--- src/rtl/synt_ps2_pkg.sv ---
// Shared definitions for the PS/2 host-to-device transmitter.
// Holds the transaction FSM state encoding, the error codes reported
// with the done pulse, and the helper that builds the 10-bit frame
// shifted out to the device.
package synt_ps2_pkg;

  typedef enum logic [2:0] {
    IDLE      = 3'd0,
    INHIBIT   = 3'd1,
    START     = 3'd2,
    SEND      = 3'd3,
    ACK       = 3'd4,
    WAIT_IDLE = 3'd5
  } ps2_state_e;

  localparam logic [1:0] ERR_OK      = 2'b00;
  localparam logic [1:0] ERR_NOACK   = 2'b01;
  localparam logic [1:0] ERR_TIMEOUT = 2'b10;

  // Odd parity over the command byte: set when the byte has an even number of ones.
  function automatic logic odd_parity(input logic [7:0] data);
    return ~^data;
  endfunction

  // Frame bits in transmit order: data LSB first, odd parity, stop (1).
  // The start bit is not stored; it is driven directly in START.
  function automatic logic [9:0] make_frame(input logic [7:0] data);
    return {1'b1, odd_parity(data), data};
  endfunction

endpackage

--- src/rtl/ps2_sync_edge.sv ---
// Two-flop synchronizer for one raw PS/2 line plus a falling-edge detector.
// Ports:
//   clk, rst  - system clock, synchronous active-high reset
//   line_i    - asynchronous line state
//   level_o   - synchronized line level
//   fall_o    - high for one cycle when the synchronized level goes 1 -> 0
module ps2_sync_edge (
  input  logic clk,
  input  logic rst,
  input  logic line_i,
  output logic level_o,
  output logic fall_o
);

  logic meta_q;
  logic sync_q;
  logic prev_q;

  // Idle PS/2 lines float high, so the flops reset to 1 to avoid a false fall.
  always_ff @(posedge clk) begin
    if (rst) begin
      meta_q <= 1'b1;
      sync_q <= 1'b1;
      prev_q <= 1'b1;
    end else begin
      meta_q <= line_i;
      sync_q <= meta_q;
      prev_q <= sync_q;
    end
  end

  assign level_o = sync_q;
  assign fall_o  = prev_q & ~sync_q;

endmodule

--- src/rtl/ps2_host_tx.sv ---
// PS/2 host-to-device transmitter: sends one command byte using the
// request-to-send sequence (inhibit clock, pull data, release clock,
// shift bits on device clock falls, check ACK, wait for idle bus).
// Ports:
//   clk, rst              - system clock, synchronous active-high reset
//   tx_data, tx_start     - command byte and one-cycle request (ignored while busy)
//   ps2_clk_in/ps2_dat_in - raw line states
//   ps2_clk_oe/ps2_dat_oe - 1 pulls the line low, 0 releases it
//   busy                  - accept cycle through done pulse, inclusive
//   done, err             - end-of-transaction pulse and status (ok/no ACK/timeout)
module ps2_host_tx
  import synt_ps2_pkg::*;
#(
  parameter int INHIBIT_CYCLES = 5000,
  parameter int TIMEOUT_CYCLES = 750000
) (
  input  logic       clk,
  input  logic       rst,
  input  logic [7:0] tx_data,
  input  logic       tx_start,
  input  logic       ps2_clk_in,
  input  logic       ps2_dat_in,
  output logic       ps2_clk_oe,
  output logic       ps2_dat_oe,
  output logic       busy,
  output logic       done,
  output logic [1:0] err
);

  localparam int MAX_CYCLES = (INHIBIT_CYCLES > TIMEOUT_CYCLES) ? INHIBIT_CYCLES : TIMEOUT_CYCLES;
  localparam int CW         = $clog2(MAX_CYCLES + 1);

  logic          clk_sync_s;
  logic          clk_fall_s;
  logic          dat_sync_s;
  logic          dat_fall_unused;

  ps2_state_e    state_q;
  logic [9:0]    frame_q;
  logic [3:0]    idx_q;
  logic [CW-1:0] cnt_q;
  logic [CW-1:0] cnt_d;
  logic          ack_ok_q;
  logic          clk_oe_q;
  logic          dat_oe_q;
  logic          busy_q;
  logic          done_q;
  logic [1:0]    err_q;

  ps2_sync_edge u_clk_sync (
    .clk     (clk),
    .rst     (rst),
    .line_i  (ps2_clk_in),
    .level_o (clk_sync_s),
    .fall_o  (clk_fall_s)
  );

  ps2_sync_edge u_dat_sync (
    .clk     (clk),
    .rst     (rst),
    .line_i  (ps2_dat_in),
    .level_o (dat_sync_s),
    .fall_o  (dat_fall_unused)
  );

  assign cnt_d = cnt_q + CW'(1);

  // Transaction FSM; every output is a register updated alongside the state.
  always_ff @(posedge clk) begin
    if (rst) begin
      state_q  <= IDLE;
      frame_q  <= 10'd0;
      idx_q    <= 4'd0;
      cnt_q    <= '0;
      ack_ok_q <= 1'b0;
      clk_oe_q <= 1'b0;
      dat_oe_q <= 1'b0;
      busy_q   <= 1'b0;
      done_q   <= 1'b0;
      err_q    <= ERR_OK;
    end else begin
      done_q <= 1'b0;
      case (state_q)
        IDLE: begin
          clk_oe_q <= 1'b0;
          dat_oe_q <= 1'b0;
          // busy_q is still high in the done cycle, which drops a coincident tx_start.
          busy_q   <= 1'b0;
          if (tx_start && !busy_q) begin
            frame_q  <= make_frame(tx_data);
            busy_q   <= 1'b1;
            err_q    <= ERR_OK;
            ack_ok_q <= 1'b0;
            cnt_q    <= '0;
            clk_oe_q <= 1'b1;
            state_q  <= INHIBIT;
          end
        end
        INHIBIT: begin
          if (cnt_q == CW'(INHIBIT_CYCLES - 1)) begin
            dat_oe_q <= 1'b1;
            state_q  <= START;
          end else begin
            cnt_q <= cnt_d;
          end
        end
        START: begin
          // Releasing the clock with data held low is the request to send.
          clk_oe_q <= 1'b0;
          dat_oe_q <= 1'b1;
          idx_q    <= 4'd0;
          cnt_q    <= '0;
          state_q  <= SEND;
        end
        SEND, ACK, WAIT_IDLE: begin
          cnt_q <= cnt_d;
          if (cnt_q == CW'(TIMEOUT_CYCLES - 1)) begin
            // Timeout wins over any event in the same cycle and over a pending no-ACK.
            clk_oe_q <= 1'b0;
            dat_oe_q <= 1'b0;
            done_q   <= 1'b1;
            err_q    <= ERR_TIMEOUT;
            state_q  <= IDLE;
          end else if (state_q == SEND) begin
            if (clk_fall_s) begin
              dat_oe_q <= ~frame_q[idx_q];
              if (idx_q == 4'd9) begin
                state_q <= ACK;
              end else begin
                idx_q <= idx_q + 4'd1;
              end
            end
          end else if (state_q == ACK) begin
            dat_oe_q <= 1'b0;
            if (clk_fall_s) begin
              ack_ok_q <= ~dat_sync_s;
              state_q  <= WAIT_IDLE;
            end
          end else begin
            if (clk_sync_s && dat_sync_s) begin
              done_q  <= 1'b1;
              err_q   <= ack_ok_q ? ERR_OK : ERR_NOACK;
              state_q <= IDLE;
            end
          end
        end
        default: begin
          clk_oe_q <= 1'b0;
          dat_oe_q <= 1'b0;
          busy_q   <= 1'b0;
          state_q  <= IDLE;
        end
      endcase
    end
  end

  assign ps2_clk_oe = clk_oe_q;
  assign ps2_dat_oe = dat_oe_q;
  assign busy       = busy_q;
  assign done       = done_q;
  assign err        = err_q;

endmodule

--- config.mk ---
export PLATFORM = sky130hd
export DESIGN_NAME = ps2_host_tx
export DESIGN_NICKNAME = d
export VERILOG_FILES = /design/src/rtl/synt_ps2_pkg.sv /design/src/rtl/ps2_sync_edge.sv /design/src/rtl/ps2_host_tx.sv
export SDC_FILE = /design/constraint.sdc
export NUM_CORES = 1
export LEC_CHECK = 0
export CORE_MARGIN = 4
export CORE_UTILIZATION = 55
export CTS_CLUSTER_SIZE = 12
export DETAILED_ROUTE_END_ITERATION = 12
export GPL_TIMING_DRIVEN = 0
export PLACE_DENSITY = 0.75
export SKIP_CTS_REPAIR_TIMING = 1
export SYNTH_ARGS = -nofsm -noshare
export SYNTH_HDL_FRONTEND = slang
export SYNTH_SLANG_ARGS = --single-unit
--- constraint.sdc ---
create_clock -name clk -period 7.4 [get_ports clk]
set_input_delay 1.85 -clock clk [delete_from_list [all_inputs] [get_ports clk]]
set_output_delay 1.85 -clock clk [all_outputs]
set_load 0.01 [all_outputs]
# Word level (Yosys, flattened, before mapping)
# Index checks and enable logic that the tools add are counted.
[classes]
add_sub_neg = 2
n_lt_le_gt_ge = 1
eq_ne = 26
mux = 47
bitwise_logic = 6
reduce_logical = 19
[op_table]
columns = ["op", "n"]
rows = [
  ["$pmux 20 s4", 1],
  ["$mux 20", 2],
  ["$mux 3", 9],
  ["$add 20x1->20 const B", 1],
  ["$eq 20x13->1 const B", 1],
  ["$eq 20x20->1 const B", 1],
  ["$ne 2x2->1 const B", 10],
  ["$mux 1", 18],
  ["$mux 4", 4],
  ["$ne 4x4->1 const B", 4],
  ["$pmux 3 s4", 1],
  ["$reduce_and 6->1", 2],
  ["$mux 2", 5],
  ["$reduce_and 5->1", 2],
  ["$ne 3x3->1 const B", 3],
  ["$pmux 4 s2", 1],
  ["$reduce_xnor 8->1", 1],
  ["$eq 3x2->1 const B", 2],
  ["$eq 3x3->1 const B", 2],
  ["$pmux 1 s3", 2],
  ["$reduce_and 3->1", 2],
  ["$lt 4x5->1 const B", 1],
  ["$ne 5x5->1 const B", 1],
  ["$not 1->1", 5],
  ["other kinds (16)", 20],
]
[totals]
ff_bits = 49
in_bits = 13
output_inout_bits = 6
elab_cells = 116

# Logic depth before layout (Yosys ltp)
[depth]
word_depth = 7
ltp_mapped = 8
depth_no_buf = 7

# Cells and area by module
# Synthesis repeated with hierarchy kept, for this count alone.
[hier_totals]
cells_unflattened = 310
area_unflattened_um2 = 2740.1
[modules_own_cells]
columns = ["module", "n_inst", "cells_per_inst", "area_each_um2", "seq_area_each_um2"]
rows = [
  ["ps2_host_tx", 1, 296, 2570.0, 880.8],
  ["ps2_sync_edge", 2, 7, 85.1, 60.1],
]

# Worst setup path before layout
# OpenSTA, ideal clock, no wires.
[synth_timing]
path_type = "in2reg"
start = "in tx_start"
end = "reg cnt_q[8]"
setup_time_ns = 0.070
t_arrival_ns = 3.069
required_ns = 7.330
path_slack_ns = 4.261
stages = 5
n_path_buf = 0
cell_sequence = "or2b_1 > a21oi_2 > o21ai_4 > or3_2 > a21oi_1"
[synth_via]
elab_chain_cells = 3
[synth_lines]
columns = ["element", "line", "rtl"]
rows = [
  ["start: declaration", "ps2_host_tx.sv:20", "input logic tx_start,"],
  ["$logic_and 1x1->1", "ps2_host_tx.sv:89", "if (tx_start && !busy_q) begin"],
  ["$ne 2x2->1 (no line)", "--", ""],
  ["$reduce_and 3->1 (no line)", "--", ""],
  ["end signal: assignment", "ps2_host_tx.sv:104", "cnt_q <= cnt_d;"],
  ["end signal: assignment", "ps2_host_tx.sv:116", "cnt_q <= cnt_d;"],
  ["end: declaration", "ps2_host_tx.sv:41", "logic [CW-1:0] cnt_q;"],
]
# Every way passes these cells.
# A chain may end at the register's enable or synchronous reset.

# Worst setup path in the final report
# Same ends and word-level chain as after synthesis.

==> run summary <==
outcome - completed
# rows - 25
clock buffer depth - 2
Port-buffer cells - 18
Synthesized Nets - 345
final setup vio count - 0
nature of the critical path endpoint - flop
Synth Flop Type - dfxtp_1
synth unique cells - 64
Least-Margin Pin Slew - 0.726 ns
largest cells by area after synthesis - dfxtp_1 36%, nand2_1 5.3%, xnor2_1 5.2%, a21oi_1 4.6%, nor2_1 4.2%
worst slack at placement - 3.63 ns
# fillers - 439
Post-synth ARST share - 0%
io pins - 19
crit path max fanout - 8
flops & latches, synth - 49
final global-route overflow total - 0
htree depth - 2
max-capacitance violation count - 0
area of the multi-input gates - 1590 um^2
Final Skew - 0.00929 ns
post-synth top area share - 36.3%
Syn Area/Cell - 8.30 um^2
first-pass GRT wire length - 10100 um
Hold WC Path Type - flop to flop
min Tclk post-route - 3.48 ns
Worst EP arrival - 3.71 ns
adder-cell share of the synthesized area - 2.78%
largest family of logic cells by synthesized area - simple AND/OR/NAND/NOR gates
number of global-route vias before repair - 2119
slew margin rel. - 50.9%
Required @ worst endpoint - 7.63 ns
Reg clk slew, reported paths - 0.10 ns
clock network latency to the later pin of the worst-skew pair - 0.30 ns
Final ANT Viol Nets - 0
Mapped Cells - 326
CTS tree - yes
Initial Util - 56.9%
power per cell area - 174 nW/um^2
total CTS buffers - 5
Layout Nets - 370
synth warn - 0
final setup TNS - 0 ns
Max Clk Rate - 0.287 GHz
biggest area consumer among synthesized cells - dfxtp_1
Post-Synth Simple-Gate Area - 30.2%
EDFF count, synth - 0
Util after Layout - 64.4%
total power - 0.534 mW
RSZ-0062 raised after global routing - false
FF+latch area - 981 um^2
WL/cell - 13.7 um
Setup WS post-layout - 3.92 ns
RD Place Congestion - 0.918
most common cell after layout, fill and taps aside - dfxtp_1
mapped cell area - 2710 um^2
Core ar. - 4750 um^2
layout cells sized above 1 - 9.09%
CP Launch Type - input pin
largest net degree at the start of global routing - 18
DRT Pass-1 Iters - 4
antenna violations before repair - 0
die height - 78.1 um
Hold Vio Cnt, Final - 0
Slew Viols, Final - 0
critical path class - input pin to flop
area fraction in compound gates after synthesis - 16.0%
Pleak - 1.04 nW
DP Wirelength - 4300 um
Antenna Cells - 0
Clk Tree Root Cell - clkbuf_8
share of the yosys chip area belonging to registers - 36.3%
DRC - 0
Die X - 78.1 um
crit share post-route - 47.0%
Area Overhead vs Synth - 13.3%
mux cell area share after synthesis - 3.47%
clock sinks - 49
Post-Synth XOR/XNOR Area - 6.48%
most frequent cells in the layout - 49 x dfxtp_1, 38 x nand2_1, 30 x nor2_1
Iter 0 DRT Violations - 179
Peak VDD IR - 0.121 mV
gr usage total - 20.1%
via count - 2360
final WL - 5730 um
full die area - 6100 um^2
DR vias/cell - 5.63
==> where the power goes <==
| part | internal (mW) | switching (mW) |
|---|---|---|
| Combinational | 0.0376 | 0.0499 |
| Clock | 0.0690 | 0.0942 |
| Sequential | 0.275 | 0.00804 |
| Total | 0.382 | 0.152 |
==> synthesized netlist by cell type, types with 2 or more instances <==
cell type	instances
nor2b_1	5
o311ai_0	3
or2b_1	2
ha_1	6
o21ai_1	4
and3_1	4
nor4b_1	3
a21oi_1	25
buf_6	3
nand4_1	4
nor2_1	30
o211ai_1	4
nor4_1	3
o41ai_1	3
or4_1	3
dfxtp_1	49
xnor2_1	16
or2_2	5
inv_1	10
nor3_2	2
nor3_1	9
and3b_1	2
mux2i_1	6
o2111ai_1	2
o21ai_0	9
a21o_1	2
and2_1	2
or3b_1	2
clkbuf_1	12
a31oi_1	3
nand2b_1	2
xor2_1	4
nand2_1	38
buf_1	2
nand3b_1	2
or3_1	4
a211oi_1	2
nand3_1	13
==> cells by family (layout without fill, tap and decap cells) <==
logic type	count (synthesis)	in the layout
fa+ha+maj	6	6
buf+inv	29	55
simple gates	148	148
compound gates	66	66
xor+xnor	20	20
flops	49	49
mux	8	8
==> worst max-delay path: stages <==
cell and delay, ns:
clkdlybuf4s50_1 0.48, or2b_1 0.27, a21oi_2 0.34, o21ai_4 0.16, or3_2 0.47, a21oi_1 0.15
==> worst paths after layout <==
kind                                         from            endpoint  slack [ns]  cells past startpoint
worst min-delay path            u_dat_sync.meta_q  u_dat_sync.level_o        0.42                      1
worst min register to register  u_dat_sync.meta_q  u_dat_sync.level_o        0.42                      1
worst max register to register         state_q[1]            idx_q[3]        4.62                      8
worst max-delay path                     tx_start            cnt_q[8]        3.92                      6
==> registers in the layout, indices dropped and copies added (netlist names) <==
signal	cells
u_dat_sync.level_o	1
ps2_clk_oe	1
done	1
ack_ok_q	1
state_q	3
ps2_dat_oe	1
idx_q	4
busy	1
err	2
cnt_q	20
u_clk_sync.level_o	1
u_dat_sync.meta_q	1
u_clk_sync.meta_q	1
u_clk_sync.prev_q	1
frame_q	10
==> routing by layer <==
layer  share of wire, %  global-route usage, %  up-vias
met2                 42                   29.9       51
met5                  0                      0        -
li1                   -                      -     1216
met4                1.4                   5.42        0
met3                5.4                   3.44        7
met1                 51                   29.8     1086
==> metrics by stage <==
stage | instance area (um^2) | std cells | hold WS (ns)
final | 3060 | 419 | 0.417
after global routing | 3060 | 419 | 0.427
after CTS | 3060 | 419 | 0.417
after detailed placement | 2970 | 411 | 0.394
after global placement | 2970 | 411 | 0.393
after floorplan | 2710 | 326 | 0.389
==> area by class of cell <==
cell class | instances | area share [%]
Clock buffer | 5 | 2.25
Sequential cell | 49 | 32.0
Buffer | 18 | 2.98
Multi-Input combinational cell | 248 | 51.9
Tap cell | 67 | 2.74
Clock inverter | 3 | 0.857
Timing Repair Buffer | 18 | 5.88
Inverter | 11 | 1.35
(Power assumes the default switching activity.)
